<file path="src/rtl/dispense_pkg.sv">
// Shared types and defaults for the pill dispense scheduler: FSM states, slot codes, timing defaults.
// Pure declarations; no latency, no backpressure.
package dispense_pkg;

  typedef enum logic [2:0] {
    ST_IDLE,
    ST_SELECT,
    ST_DRIVE,
    ST_WAIT_DROP,
    ST_DONE
  } state_t;

  localparam logic [1:0] SLOT_MORNING   = 2'd0;
  localparam logic [1:0] SLOT_AFTERNOON = 2'd1;
  localparam logic [1:0] SLOT_EVENING   = 2'd2;

  localparam int unsigned DEF_MOTOR_CYCLES   = 25_000_000;
  localparam int unsigned DEF_TIMEOUT_CYCLES = 50_000_000;
  localparam int unsigned DEF_MAX_RETRY      = 2;

  // Lowest pending slot of one dispenser; caller guarantees req is non-zero.
  function automatic logic [1:0] lowest_slot(input logic [2:0] req);
    if (req[0]) return SLOT_MORNING;
    if (req[1]) return SLOT_AFTERNOON;
    return SLOT_EVENING;
  endfunction

  // Bit position of (dispenser, slot) in the 6-bit pending vector.
  function automatic logic [2:0] pend_idx(input logic d, input logic [1:0] s);
    return d ? (3'(s) + 3'd3) : 3'(s);
  endfunction

endpackage

</file>
<file path="src/rtl/dispense_scheduler_drop_sync.sv">
// Two-flop synchronizer plus rising-edge detect for one pill-drop sensor.
// Latency: edge pulse visible 3 cycles after the input rises; no backpressure.
module drop_sync (
  input  logic clk,
  input  logic resetn,
  input  logic din,
  output logic rise_p
);

  logic s1, s2, s3;

  always_ff @(posedge clk or negedge resetn) begin
    if (!resetn) begin
      s1     <= 1'b0;
      s2     <= 1'b0;
      s3     <= 1'b0;
      rise_p <= 1'b0;
    end else begin
      s1     <= din;
      s2     <= s1;
      s3     <= s2;
      rise_p <= s2 & ~s3;
    end
  end

endmodule

</file>
<file path="src/rtl/dispense_scheduler.sv">
// Two-dispenser, three-slot pill scheduler: round-robin grant, timed motor drive, drop confirm with retry/fault.
// Latency: grant 2 cycles after a pending bit appears; no backpressure, extra dose pulses raise overrun.
module dispense_scheduler
  import dispense_pkg::*;
#(
  parameter int unsigned MOTOR_CYCLES   = DEF_MOTOR_CYCLES,
  parameter int unsigned TIMEOUT_CYCLES = DEF_TIMEOUT_CYCLES,
  parameter int unsigned MAX_RETRY      = DEF_MAX_RETRY
) (
  input  logic       CLOCK_50,
  input  logic       resetn,
  input  logic       morning_p,
  input  logic       afternoon_p,
  input  logic       evening_p,
  input  logic [5:0] slot_mask,
  input  logic [1:0] drop_sense,
  input  logic       fault_clr,
  output logic [1:0] motor,
  output logic       busy,
  output logic       dispensed_p,
  output logic       last_disp,
  output logic [1:0] last_slot,
  output logic [1:0] fault,
  output logic       overrun
);

  localparam int unsigned CNT_MAX = (MOTOR_CYCLES > TIMEOUT_CYCLES) ? MOTOR_CYCLES : TIMEOUT_CYCLES;
  localparam int CW = $clog2(CNT_MAX + 1);
  localparam int AW = (MAX_RETRY > 0) ? $clog2(MAX_RETRY + 1) : 1;
  localparam logic [CW-1:0] MOTOR_LAST   = CW'(MOTOR_CYCLES - 1);
  localparam logic [CW-1:0] TIMEOUT_LAST = CW'(TIMEOUT_CYCLES - 1);
  localparam logic [AW-1:0] RETRY_LIM    = AW'(MAX_RETRY);

  state_t          state;
  logic [5:0]      pending;
  logic            gnt_d;
  logic [1:0]      gnt_s;
  logic            rr_last;
  logic [CW-1:0]   cnt;
  logic [AW-1:0]   attempt;
  logic            seen;
  logic [1:0]      drop_edge;

  logic [2:0]      dose;
  logic [5:0]      set_req, clr_req, wipe, hit, pending_nxt;
  logic            has0, has1, sel_d;
  logic [1:0]      sel_s;
  logic            edge_g, tmo_exp, give_up;
  logic [1:0]      fault_set;

  for (genvar d = 0; d < 2; d++) begin : g_sync
    drop_sync u_drop_sync (
      .clk    (CLOCK_50),
      .resetn (resetn),
      .din    (drop_sense[d]),
      .rise_p (drop_edge[d])
    );
  end

  assign dose    = {evening_p, afternoon_p, morning_p};
  assign edge_g  = drop_edge[gnt_d];
  assign tmo_exp = (state == ST_WAIT_DROP) && !(seen || edge_g) && (cnt == TIMEOUT_LAST);
  assign give_up = tmo_exp && (attempt >= RETRY_LIM);
  assign fault_set = give_up ? (gnt_d ? 2'b10 : 2'b01) : 2'b00;

  // Round-robin only matters when both dispensers have work; rr_last resets to 1 so dispenser 0 goes first.
  assign has0  = |pending[2:0];
  assign has1  = |pending[5:3];
  assign sel_d = (has0 && has1) ? ~rr_last : has1;
  assign sel_s = lowest_slot(sel_d ? pending[5:3] : pending[2:0]);

  always_comb begin
    set_req = '0;
    for (int d = 0; d < 2; d++) begin
      for (int s = 0; s < 3; s++) begin
        set_req[d*3+s] = dose[s] & slot_mask[d*3+s] & ~fault[d];
      end
    end
    clr_req = '0;
    if (state == ST_DONE) clr_req[pend_idx(gnt_d, gnt_s)] = 1'b1;
    wipe = '0;
    if (give_up) wipe = gnt_d ? 6'b111000 : 6'b000111;
  end

  // A pulse landing on the bit DONE is clearing re-arms it and is not an overrun.
  assign hit         = set_req & pending & ~clr_req;
  assign pending_nxt = ((pending & ~clr_req) | set_req) & ~wipe;
  assign busy        = (state != ST_IDLE);

  always_ff @(posedge CLOCK_50 or negedge resetn) begin
    if (!resetn) begin
      state       <= ST_IDLE;
      pending     <= '0;
      gnt_d       <= 1'b0;
      gnt_s       <= SLOT_MORNING;
      rr_last     <= 1'b1;
      cnt         <= '0;
      attempt     <= '0;
      seen        <= 1'b0;
      motor       <= 2'b00;
      dispensed_p <= 1'b0;
      last_disp   <= 1'b0;
      last_slot   <= SLOT_MORNING;
      fault       <= 2'b00;
      overrun     <= 1'b0;
    end else begin
      pending     <= pending_nxt;
      overrun     <= (overrun & ~fault_clr) | (|hit);
      fault       <= (fault & ~{2{fault_clr}}) | fault_set;
      dispensed_p <= 1'b0;
      case (state)
        ST_IDLE: begin
          if (|pending) begin
            state <= ST_SELECT;
            cnt   <= '0;
          end
        end
        ST_SELECT: begin
          gnt_d   <= sel_d;
          gnt_s   <= sel_s;
          rr_last <= sel_d;
          seen    <= 1'b0;
          attempt <= '0;
          cnt     <= '0;
          motor   <= sel_d ? 2'b10 : 2'b01;
          state   <= ST_DRIVE;
        end
        ST_DRIVE: begin
          if (edge_g) seen <= 1'b1;
          if (cnt == MOTOR_LAST) begin
            motor <= 2'b00;
            cnt   <= '0;
            state <= ST_WAIT_DROP;
          end else begin
            cnt <= cnt + 1'b1;
          end
        end
        ST_WAIT_DROP: begin
          if (seen || edge_g) begin
            dispensed_p <= 1'b1;
            last_disp   <= gnt_d;
            last_slot   <= gnt_s;
            cnt         <= '0;
            state       <= ST_DONE;
          end else if (cnt == TIMEOUT_LAST) begin
            cnt <= '0;
            if (attempt < RETRY_LIM) begin
              attempt <= attempt + 1'b1;
              motor   <= gnt_d ? 2'b10 : 2'b01;
              state   <= ST_DRIVE;
            end else begin
              attempt <= '0;
              state   <= ST_IDLE;
            end
          end else begin
            cnt <= cnt + 1'b1;
          end
        end
        ST_DONE: begin
          attempt <= '0;
          seen    <= 1'b0;
          cnt     <= '0;
          state   <= ST_IDLE;
        end
        default: begin
          motor <= 2'b00;
          state <= ST_IDLE;
        end
      endcase
    end
  end

endmodule

</file>
<file path="config.mk">
export PLATFORM = sky130hd
export DESIGN_NAME = dispense_scheduler
export DESIGN_NICKNAME = d
export VERILOG_FILES = /design/src/rtl/dispense_pkg.sv /design/src/rtl/dispense_scheduler_drop_sync.sv /design/src/rtl/dispense_scheduler.sv
export SDC_FILE = /design/constraint.sdc
export NUM_CORES = 1
export LEC_CHECK = 0
export CAP_MARGIN = 20
export CORE_MARGIN = 2
export CORE_UTILIZATION = 28
export CTS_BUF_LIST = sky130_fd_sc_hd__clkbuf_4 sky130_fd_sc_hd__clkbuf_8 sky130_fd_sc_hd__clkbuf_16
export CTS_CLUSTER_SIZE = 8
export DETAILED_ROUTE_END_ITERATION = 10
export PLACE_DENSITY_LB_ADDON = 0.2
export RECOVER_POWER = 100
export SYNTH_ARGS = -nofsm -noshare
export SYNTH_HDL_FRONTEND = slang
export SYNTH_SLANG_ARGS = --single-unit
</file>
<file path="constraint.sdc">
create_clock -name CLOCK_50 -period 3.1 [get_ports CLOCK_50]
set_input_delay 0.465 -clock CLOCK_50 [delete_from_list [all_inputs] [get_ports CLOCK_50]]
set_output_delay 0.465 -clock CLOCK_50 [all_outputs]
set_load 0.01 [all_outputs]
</file>
-- Word level (Yosys, flattened, before mapping)
Cells that the tools add are included.
- register bits after elaboration: 59
- bits of input ports: 14
- output and inout bits: 10
- logic and storage cells: 144
- $add $sub $neg: 3
- $lt $le $gt $ge: 5
- equal/unequal tests: 13
- muxes and demuxes: 44
- bitwise operators: 33
- reductions and logical operators: 24
- operators with widths (kind ; number):
    26-bit two-way mux ; 4
    26-bit case mux with 4 select lines ; 1
    2-bit two-way mux ; 16
    26-bit by 1-bit adder with 26-bit output, second input constant ; 1
    26-bit by 25-bit equality test with 1-bit output, second input constant ; 1
    26-bit equality test, second input constant ; 1
    6-bit bitwise AND ; 4
    6-bit two-way mux ; 3
    1-bit bitwise AND ; 15
    3-bit two-way mux ; 5
    6-bit NOT ; 2
    3-bit case mux with 4 select lines ; 1
    6-bit OR reduction ; 2
    1-bit two-way mux ; 10
    2-bit != test, second input constant ; 4
    2-bit case mux with 4 select lines ; 1
    1-bit NOT ; 7
    3-bit by 2-bit equality test with 1-bit output, second input constant ; 2
    6-bit bitwise OR ; 1
    2-bit AND reduction ; 3
    3-bit AND reduction ; 2
    3-bit OR reduction ; 2
    1-bit logical AND ; 5
    5-bit AND reduction ; 1
    other kinds (25) ; 28

-- Longest topological paths before layout
- depth after elaboration: 11
- mapped depth: 8
- gate-level depth less buffers: 7

-- Modules after synthesis
From an unflattened synthesis, not the netlist that was laid out.
- cell total of the unflattened synthesis: 331
- area total of the unflattened synthesis: 3080.5 sq um
- by module, submodules not included (module ; times used ; cells an instance ; area each (sq um) ; seq. area each (sq um)):
    dispense_scheduler ; 1 ; 321 ; 2852.7 ; 1277.5
    drop_sync ; 2 ; 5 ; 113.9 ; 100.1

-- Worst setup path before layout
Ideal clock, no wire load.
- kind: register -> register
- start: register cnt[7]
- end: register motor[0]
- library setup time: 0.125 ns
- arrival time: 2.624 ns
- required time: 2.975 ns
- path slack: 0.351 ns
- cell stages (with the launch flop): 7
- buffers on the path: 1
- period minus slack after synthesis: 2.749 ns
- path through: dfrtp_1 > or4_1 > or3_1 > buf_2 > or4_1 > a2111o_1 > mux2_4
- word-level cells in the longest chain between the ends: 3
- elaborated cells between the ends (all ways): 5
- classes of those cells: eq/ne (4); reduce/logical (1)
- RTL lines (what ; RTL line ; source):
    from (decl) ; dispense_scheduler.sv:39 ; logic [CW-1:0] cnt;
    from (signal assigned) ; dispense_scheduler.sv:135 ; cnt <= cnt + 1'b1;
    from (signal assigned) ; dispense_scheduler.sv:156 ; cnt <= cnt + 1'b1;
    26-bit by 25-bit equality test with 1-bit output or 26-bit equality test (tied branches) ; dispense_scheduler.sv:130, dispense_scheduler.sv:145 ;
    2-bit != test (no line) or 2-bit by 1-bit != test with 1-bit output (tied branches) ; -- ;
    5-bit AND reduction (no line) (*) ; -- ;
    to (signal assigned) ; dispense_scheduler.sv:125 ; motor <= sel_d ? 2'b10 : 2'b01;
    to (signal assigned) ; dispense_scheduler.sv:149 ; motor <= gnt_d ? 2'b10 : 2'b01;
    to (decl) ; dispense_scheduler.sv:18 ; output logic [1:0] motor,
Mark *: on every way between the ends. The rest lies on a longest branch, timed or not.
A chain may end at the register's enable or synchronous reset.

-- Final worst setup path
- start: register cnt[8]
- end: register motor[0]
Same word-level chain as after synthesis.

==> results.cfg <==
[clock_network]
insertion_delay_ns = 0.32
root_buffer = clkbuf_16
cts_tree = yes
postCtsSetupRepairBufs = 0
cts_htree_levels = 3
cts.sinks = 59
post_cts_resized = 0
cts.path.max_buffers = 2
cts-buffers-inserted = 9
ctsHoldBuffers = 0
clk_pin_slew_ns = 0.05

[final_layout]
post-route-util = 0.358
nets = 382
drive_above_1_share = 0.0946
fin_cells = 510
nFillCells = 1119
n_antenna_cell = 0
reg_top3 = cnt: 26 flops, pending: 6 flops, state: 3 flops
top_register = cnt
final_common_cell = dfrtp_1
mostFrequentLayoutCells = dfrtp_1 (58), nand2_1 (29), nor2_1 (25)
synthToLayoutAreaGrowth_pct = 23.8
largest_reg_flops = 26

[placement]
gp_congestion = 0.812
io_buffers = 23
placed_cells = 495
dp_hpwl_mm = 5.62

[global_route]
grt-ovfl-total = 0
grt_max_degree = 31
grt_pass1_wl_mm = 13.1
grtUsageTotal = 0.140
grt_pass1_vias = 2585
antenna_found_initial = 0

[sta]
slew_viol_final = 31
fin_crit_sh = 0.926
fin_crit_ns = 2.87
grt_setup_unrepaired = no
fin_tns_setup_ns = 0
slew_headroom = -0.117
hold_viol_final = 0
worstMarginPinSlew_ns = 1.68
max_freq_mhz = 348
setup_viol_count_final = 0
worst_clock_skew_ns = 0.00530

[worst_hold_path]
min_path_type = register to register

[die]
core_um2 = 10900
fp.dieH_um = 110
rows = 38
start_util = 0.289
die_area_um2 = 12200
ios = 24
die_w_um = 110

[drt]
topRoutingLayerUsed = met4
wl_met3_um = 372
vias = 2652
drc = 0
wl_per_cell_um = 15.4
drt_iter0_markers = 106
wl_met2_mm = 3.74
vias_per_cell = 5.20
drt-met1-wl_mm = 3.67
drtAntennaViolNets = 0
first_pass_iters = 4
totalWireLength_mm = 7.83

[power_and_ir_drop]
peakVddDrop_v = 0.000192
leakage_uw = 0.00155
power_density_nw_per_um2 = 523

[setup_path]
crit_fanout = 8
required_ns = 3.30
critPathKind = register to register
reg2reg_slack_ns = 0.23
crit_path_start_kind = register
end_kind = register
cp.arrival_ns = 3.08

[yosys]
synth_fp_nets = 352
synth-seq-cells = 59
async_reset_ff_frac = 1.00
synth_area_leader_cell = dfrtp_1
avgSynthCellArea_um2 = 9.41
ys_warn_count = 0
syn_inst = 336
synth_top_cell_area_share = 0.459
synth_edf_count = 0
ys_seq_area_frac = 0.467
netlist_area_um2 = 3160
ys.flop_type = dfrtp_1
ys_types = 55
yosys-top-cells-area = dfrtp_1 (46%), nand2_1 (3.4%), xnor2_1 (3.3%)

[status]
violations = capacitance limit, slew limit
status = finished, violations left

[flow_run]
max-cap-violations = 1
-- per-stage QoR --
stage	hold WS (ns)	total power (uW)	setup slack, ns	cell area, um^2
after global placement	0.335	842	0.284	3580
final	0.345	2050	0.228	3920
after floorplan	0.169	801	0.351	3160
after detailed placement	0.338	843	0.230	3580
after CTS	0.225	2080	0.241	3950
after global routing	0.362	2110	0.132	3920
-- path summary, 6_finish.rpt --
check / endpoint / cells after the start / startpoint
max: motor[0] / 5 / cnt[8]
min: g_sync[0].u_drop_sync.s2 / 0 / g_sync[0].u_drop_sync.s1
max reg2reg: motor[0] / 5 / cnt[8]
min reg2reg: g_sync[0].u_drop_sync.s2 / 0 / g_sync[0].u_drop_sync.s1
max in group asynchronous: state[0] / 2 / resetn
min in group asynchronous: gnt_d / 1 / resetn
-- synth_stat cells, drive strengths merged, types with 3 or more instances --
cell / n
o211ai: 7
clkbuf: 10
nand2: 29
a21oi: 16
or3: 6
and3b: 3
a31oi: 3
mux2: 5
o31ai: 3
nand3b: 10
dfrtp: 58
a21o: 5
inv: 10
nand3: 12
and3: 3
nor2b: 5
o21a: 4
nor4: 9
o21ai: 23
and2: 3
o2111ai: 4
nor3: 14
nor2: 25
nand4: 9
or4: 7
o22ai: 6
xnor2: 12
buf: 6
and4: 5
-- cell type report --
| cell class | instances | area, um^2 | area share |
|---|---|---|---|
| Inverter | 10 | 37.5 | 0.00959 |
| Clock buffer | 10 | 239 | 0.0610 |
| Sequential cell | 59 | 1480 | 0.377 |
| Tap cell | 140 | 175 | 0.0447 |
| Timing Repair Buffer | 35 | 298 | 0.0761 |
| Multi-Input combinational cell | 251 | 1560 | 0.399 |
| Clock inverter | 5 | 125 | 0.0320 |
-- worst max-delay path: stages, from the launching register on --
cell and delay [ns]:
dfrtp_1 0.44, or4_1 0.54, or3_1 0.45, or4_1 0.54, a2111o_1 0.46, mux2_1 0.32
-- where the power goes --
group	leakage [uW]	switching [uW]	internal (uW)
clock	0.000179	341	882
combinational	0.000644	25.3	19.4
sequential	0.000725	2.18	777
-- cells by family (layout without fill, tap and decap cells) --
logic type / Yosys count / count (layout) / share of synthesized area
xor gates and xnor gates: 12 / 12 / 0.0332
DFF: 59 / 59 / 0.467
muxes: 6 / 6 / 0.0221
buffers and inverters: 26 / 60 / 0.0392
adders and majority gates: 2 / 2 / 0.00791
AOI/OAI and AO/OA: 81 / 81 / 0.166
and+or+nand+nor: 150 / 150 / 0.265
-- per-layer routing --
layer	global-route usage	vias to the layer above
met4	0.0411	0
met2	0.226	52
met1	0.186	1282
met3	0.0359	6
met5	0	-
li1	-	1312
Note: power is estimated with default switching activity, not from simulation.
